`src/rtl/console_probe.sv`:
```
// Power-on console-type detector: grounds CIRAM /CE and /A13 during INIT,
// then samples PPU A13 against /A13 to tell a standard console from a
// new famiclone (which does not drive /A13 as the complement of A13).
module console_probe #(
  parameter int unsigned INIT_CYCLES        = 15,
  parameter int unsigned SAMPLES_PER_LEVEL  = 3,
  parameter int unsigned MISMATCH_THRESHOLD = 1,
  parameter int unsigned SYNC_STAGES        = 2,
  parameter int unsigned PROBE_TIMEOUT      = 65535
) (
  input  logic       m2,
  input  logic       reset_n,
  input  logic       ppu_rd_in,
  input  logic       ppu_a13,
  input  logic       ppu_not_a13,
  input  logic       reprobe,
  output logic       ground_en,
  output logic       init_done,
  output logic       probe_done,
  output logic       new_dendy,
  output logic       probe_timeout,
  output logic [1:0] state
);

  localparam int unsigned INIT_W = $clog2(INIT_CYCLES + 1);
  localparam int unsigned LVL_W  = $clog2(SAMPLES_PER_LEVEL + 1);
  localparam int unsigned MIS_W  = $clog2(MISMATCH_THRESHOLD + 1);
  localparam int unsigned TO_W   = $clog2(PROBE_TIMEOUT + 1);

  localparam logic [INIT_W-1:0] INIT_MAX = INIT_W'(INIT_CYCLES);
  localparam logic [LVL_W-1:0]  LVL_MAX  = LVL_W'(SAMPLES_PER_LEVEL);
  localparam logic [MIS_W-1:0]  MIS_MAX  = MIS_W'(MISMATCH_THRESHOLD);
  localparam logic [TO_W-1:0]   TO_MAX   = TO_W'(PROBE_TIMEOUT);

  typedef enum logic [1:0] {
    ST_INIT  = 2'b00,
    ST_PROBE = 2'b01,
    ST_DONE  = 2'b10
  } state_t;

  logic [SYNC_STAGES-1:0] rd_sync, a13_sync, na13_sync;
  logic s_rd, s_a13, s_na13;

  state_t             state_q, state_d;
  logic [INIT_W-1:0]  init_q, init_d;
  logic [LVL_W-1:0]   lvl0_q, lvl0_d, lvl1_q, lvl1_d;
  logic [MIS_W-1:0]   mis_q, mis_d;
  logic [TO_W-1:0]    to_q, to_d;
  logic ground_q, ground_d, init_done_q, init_done_d;
  logic probe_done_q, probe_done_d, new_dendy_q, new_dendy_d;
  logic timeout_q, timeout_d;
  logic lvl0_open, lvl1_open;

  // Bring the raw PPU pins into the M2 domain; reprobe leaves these alone.
  always_ff @(posedge m2 or negedge reset_n) begin
    if (!reset_n) begin
      rd_sync   <= '1;
      a13_sync  <= '0;
      na13_sync <= '1;
    end else begin
      rd_sync   <= {rd_sync[SYNC_STAGES-2:0], ppu_rd_in};
      a13_sync  <= {a13_sync[SYNC_STAGES-2:0], ppu_a13};
      na13_sync <= {na13_sync[SYNC_STAGES-2:0], ppu_not_a13};
    end
  end

  assign s_rd   = rd_sync[SYNC_STAGES-1];
  assign s_a13  = a13_sync[SYNC_STAGES-1];
  assign s_na13 = na13_sync[SYNC_STAGES-1];

  // State, counters and registered outputs.
  always_ff @(posedge m2 or negedge reset_n) begin
    if (!reset_n) begin
      state_q      <= ST_INIT;
      init_q       <= INIT_MAX;
      lvl0_q       <= '0;
      lvl1_q       <= '0;
      mis_q        <= '0;
      to_q         <= '0;
      ground_q     <= 1'b1;
      init_done_q  <= 1'b0;
      probe_done_q <= 1'b0;
      new_dendy_q  <= 1'b0;
      timeout_q    <= 1'b0;
    end else begin
      state_q      <= state_d;
      init_q       <= init_d;
      lvl0_q       <= lvl0_d;
      lvl1_q       <= lvl1_d;
      mis_q        <= mis_d;
      to_q         <= to_d;
      ground_q     <= ground_d;
      init_done_q  <= init_done_d;
      probe_done_q <= probe_done_d;
      new_dendy_q  <= new_dendy_d;
      timeout_q    <= timeout_d;
    end
  end

  // Next-state and next-output logic; reprobe overrides every state.
  always_comb begin
    state_d      = state_q;
    init_d       = init_q;
    lvl0_d       = lvl0_q;
    lvl1_d       = lvl1_q;
    mis_d        = mis_q;
    to_d         = to_q;
    ground_d     = ground_q;
    init_done_d  = init_done_q;
    probe_done_d = probe_done_q;
    new_dendy_d  = new_dendy_q;
    timeout_d    = timeout_q;
    lvl0_open    = (lvl0_q < LVL_MAX);
    lvl1_open    = (lvl1_q < LVL_MAX);

    if (reprobe) begin
      state_d      = ST_INIT;
      init_d       = INIT_MAX;
      lvl0_d       = '0;
      lvl1_d       = '0;
      mis_d        = '0;
      to_d         = '0;
      ground_d     = 1'b1;
      init_done_d  = 1'b0;
      probe_done_d = 1'b0;
      new_dendy_d  = 1'b0;
      timeout_d    = 1'b0;
    end else begin
      case (state_q)
        ST_INIT: begin
          if (init_q > INIT_W'(1)) begin
            init_d = init_q - INIT_W'(1);
          end else begin
            init_d      = '0;
            state_d     = ST_PROBE;
            ground_d    = 1'b0;
            init_done_d = 1'b1;
          end
        end
        ST_PROBE: begin
          if (to_q != TO_MAX) to_d = to_q + TO_W'(1);
          if (!s_rd) begin
            if (!s_a13 && lvl0_open) lvl0_d = lvl0_q + LVL_W'(1);
            if (s_a13 && lvl1_open)  lvl1_d = lvl1_q + LVL_W'(1);
            // Mismatches only count while both levels are still collecting.
            if ((s_a13 == s_na13) && lvl0_open && lvl1_open && (mis_q < MIS_MAX))
              mis_d = mis_q + MIS_W'(1);
          end
          if (mis_d == MIS_MAX) new_dendy_d = 1'b1;
          if ((lvl0_d == LVL_MAX) && (lvl1_d == LVL_MAX)) begin
            state_d      = ST_DONE;
            probe_done_d = 1'b1;
          end else if (to_d == TO_MAX) begin
            state_d      = ST_DONE;
            probe_done_d = 1'b1;
            timeout_d    = 1'b1;
          end
        end
        ST_DONE: begin
        end
        default: begin
          state_d = ST_INIT;
          init_d  = INIT_MAX;
        end
      endcase
    end
  end

  assign ground_en     = ground_q;
  assign init_done     = init_done_q;
  assign probe_done    = probe_done_q;
  assign new_dendy     = new_dendy_q;
  assign probe_timeout = timeout_q;
  assign state         = state_q;

endmodule
```
`config.mk`:
```
export PLATFORM = sky130hd
export DESIGN_NAME = console_probe
export DESIGN_NICKNAME = d
export VERILOG_FILES = /design/src/rtl/console_probe.sv
export SDC_FILE = /design/constraint.sdc
export NUM_CORES = 1
export LEC_CHECK = 0
export CORE_AREA = 2 2 87 68
export DETAILED_ROUTE_END_ITERATION = 12
export DIE_AREA = 0 0 89 70
export PLACE_DENSITY = 0.57
export SYNTH_ARGS = -nofsm -noshare
export SYNTH_HDL_FRONTEND = slang
export SYNTH_SLANG_ARGS = --single-unit
```
`constraint.sdc`:
```
create_clock -name m2 -period 5.3 [get_ports m2]
set_input_delay 1.06 -clock m2 [delete_from_list [all_inputs] [get_ports m2]]
set_output_delay 1.06 -clock m2 [all_outputs]
set_load 0.01 [all_outputs]
```
==> metrics list <==
- Run status: completed
* Seq/Total Area, Yosys: 0.459
- Of all nets on the critical path, the largest fanout is 7.
- Minimum clock period after layout: 2470 ps
- Clock Sinks: 38
* Setup repair bufs after CTS: 0
- TritonRoute pass-1 iters: 4
* Global-route wire length before repair: 7.30 mm
* Leakage power total: 0.938 nW
* Clock Pin Slew Worst Setup and Hold Paths: 80 ps
* Total setup violations reported at the end of the flow: 0
* Dominant cell by count in the synthesized netlist: dfrtp_1
- For this run the aggregate overflow at the end of global routing stands at 0.
* Maxcap violations: 0
- The detailed router finished its first iteration with 108 violations.
- Largest area contributor in the synthesized netlist: dfrtp_1
* CP Launch Type: flop
- Core area: 0.00553 sq mm
- Dividing the detail-routed wire length by the instance count gives 13.6 microns.
* Drc violations: 0
- Prevailing post-synth register cell: dfrtp_1
- Setup total negative slack on the finished layout was measured at 0 ps.
- Synthesis-to-finish area growth: 12.6%
- Final weighted congestion in routability-driven placement: 0.854
- Total Wirelength: 4.16 mm
- The floorplan step defined a die boundary enclosing 0.00623 sq mm.
- Actual transition at the worst max-transition pin: 846 ps
- The worst hold path belongs to the class flop to flop.
- The critical path is of the flop to flop type.
* CTS max path bufs: 2
* Post_cts resized: 0
- CTS built an H-tree with a depth of 2.
* Number of endpoints with negative hold slack in the final report: 0
- The initial utilization of the core area, before any placement, comes to 0.379.
- TritonCTS built the clock tree.
- Net count of the mapped netlist: 232
- Row generation in the floorplan step produced 24 rows.
- Post-synth top area share: 0.346
* Signal arrival time at the worst endpoint: 2660 ps
- The number of global-route vias before repair is 1556.
- Hold_buf cts: 0
* Nature of the critical path endpoint: flop
- At the end of the flow the core is filled with cells to 0.427.
* Proportion of layout cells with a drive suffix above 1: 0.115
- Antenna Violating Nets Remaining: 0
* Power per cell area: 224 mW/mm^2
- The clock arrives with 2.83 ps of skew.
- Number of nets in the layout: 241
- Number of I/O pins: 13
- In this run the tightest slew margin relative to its limit is 0.436.
- For this run, the top clock speed supported by timing is 405 MHz.
- Via/cell ratio: 5.11
- # fillers: 571
- Count of buffers from port buffering: 12
- Synthesized instance count: 217
- By count the netlist is led by dfrtp_1, nor2_1, nand2_1.
- Share of synthesized registers carrying an async set or reset: 1.00
* Maximum number of pins on one net before global-route repair: 39
- Antenna diodes: 0
* Die Span Y: 70 microns
- Mean instance size in the synthesized netlist: 9.66 sq um
* Cts bufs inserted: 5
* HPWL after DPL: 2.77 mm
* Yosys warnings: 0
* Number of enable flip-flop cells after synthesis: 0
- The worst-case IR drop observed on VDD is 0.0985 mV.
- Worst EP required: 5490 ps
- The number of antenna violations at the first check in global routing is 0.
- Count of cell types in the netlist: 46
* Final period util: 0.466
* Cell at the root of the clock tree: clkbuf_8
- Pins over their slew limit: 0
* Post-synthesis sequential element count: 38
- Mapped cell area: 0.00210 sq mm
* Insertion delay to the later sink of the worst-skew pair: 300 ps
* Die Wd: 89 microns
* Global router's overall resource usage: 0.152
* RSZ-0062 raised after global routing: false
* Main area contributors after synthesis: dfrtp_1, dfstp_2, ha_1, nor2_1, nand2_1
- Vias post-DR: 1560
-- critical path, stage by stage, from the launching register on --
cell,delay [ps]
dfrtp_1,470
ha_1,320
nand4_1,160
nor4_1,560
nand3_1,170
o21ai_2,110
a41oi_1,140
o21bai_1,220
a32o_1,220
-- layout make-up --
class	instances	area [sq um]	area share
clock buffer	5	68.8	0.0292
clock inverter	3	21.3	0.00901
inverter	10	37.5	0.0159
multi-input combinational	158	1050	0.445
sequential	38	962	0.408
tap	78	97.6	0.0414
timing repair buffer	13	123	0.0520
-- sequential cells by signal, indices dropped and copies added, names as in the netlist --
register       flops
probe_done         1
lvl0_q             2
rd_sync            2
mis_q              1
init_done          1
a13_sync           2
ground_en          1
state              2
new_dendy          1
lvl1_q             2
init_q             4
na13_sync          2
probe_timeout      1
to_q              16
-- layer usage --
layer / wire length, microns / global-route usage
met1: 2170 / 0.230
met2: 1750 / 0.201
met3: 178 / 0.0426
met4: 66 / 0.0630
met5: 0 / 0
-- worst paths after layout --
| path | from | endpoint | slack, ps | cells past startpoint |
|---|---|---|---|---|
| max reg2reg | to_q[0] | state[1] | 2830 | 8 |
| min reg2reg | a13_sync[0] | a13_sync[1] | 360 | 0 |
| max | to_q[0] | state[1] | 2830 | 8 |
| min in group asynchronous | reset_n | mis_q | 860 | 1 |
| min | a13_sync[0] | a13_sync[1] | 360 | 0 |
| max in group asynchronous | reset_n | init_done | 3900 | 1 |
-- power by group --
part           internal [mW]  total (mW)  switching, mW
logic                0.00824      0.0228         0.0146
clock network         0.0924       0.205          0.112
registers              0.297       0.300        0.00327
total                  0.397       0.528          0.130
-- cells by family after synthesis --
group	Yosys count	share of synthesized area
AND/OR/NAND/NOR	93	0.246
flip-flops	38	0.459
AO/OA/AOI/OAI	37	0.119
buffers and inverters	21	0.0400
XOR/XNOR	14	0.0585
adder cells (fa/ha/maj)	9	0.0537
multiplexers	5	0.0239
-- layout by cell type, fill, tap and decap left out, drive strengths merged, types with 2 or more instances in the layout --
cell type	instances
a211oi	4
a21oi	9
a311oi	2
a32o	2
and2	3
and3	3
and4	5
buf	2
clkbuf	5
clkdlybuf4s50	11
clkinv	2
dfrtp	29
dfstp	9
ha	9
inv	10
mux2i	5
nand2	17
nand2b	4
nand3	9
nand3b	2
nand4	8
nor2	26
nor3	7
nor4	4
o211ai	2
o21ai	8
o22ai	2
xnor2	7
xor2	7
-- stage by stage --
step	area [sq um]	instances	setup WS, ps	hold slack (ps)	total power [mW]
4_1_cts	2360	305	2830	361	0.536
5_1_grt	2360	305	2490	368	0.554
6_report	2360	305	2830	356	0.528
3_3_place_gp	2270	297	2680	335	0.329
3_5_place_dp	2270	297	2640	343	0.329
2_1_floorplan	2100	217	3250	331	0.316
Note: power is estimated with default switching activity, not from simulation.
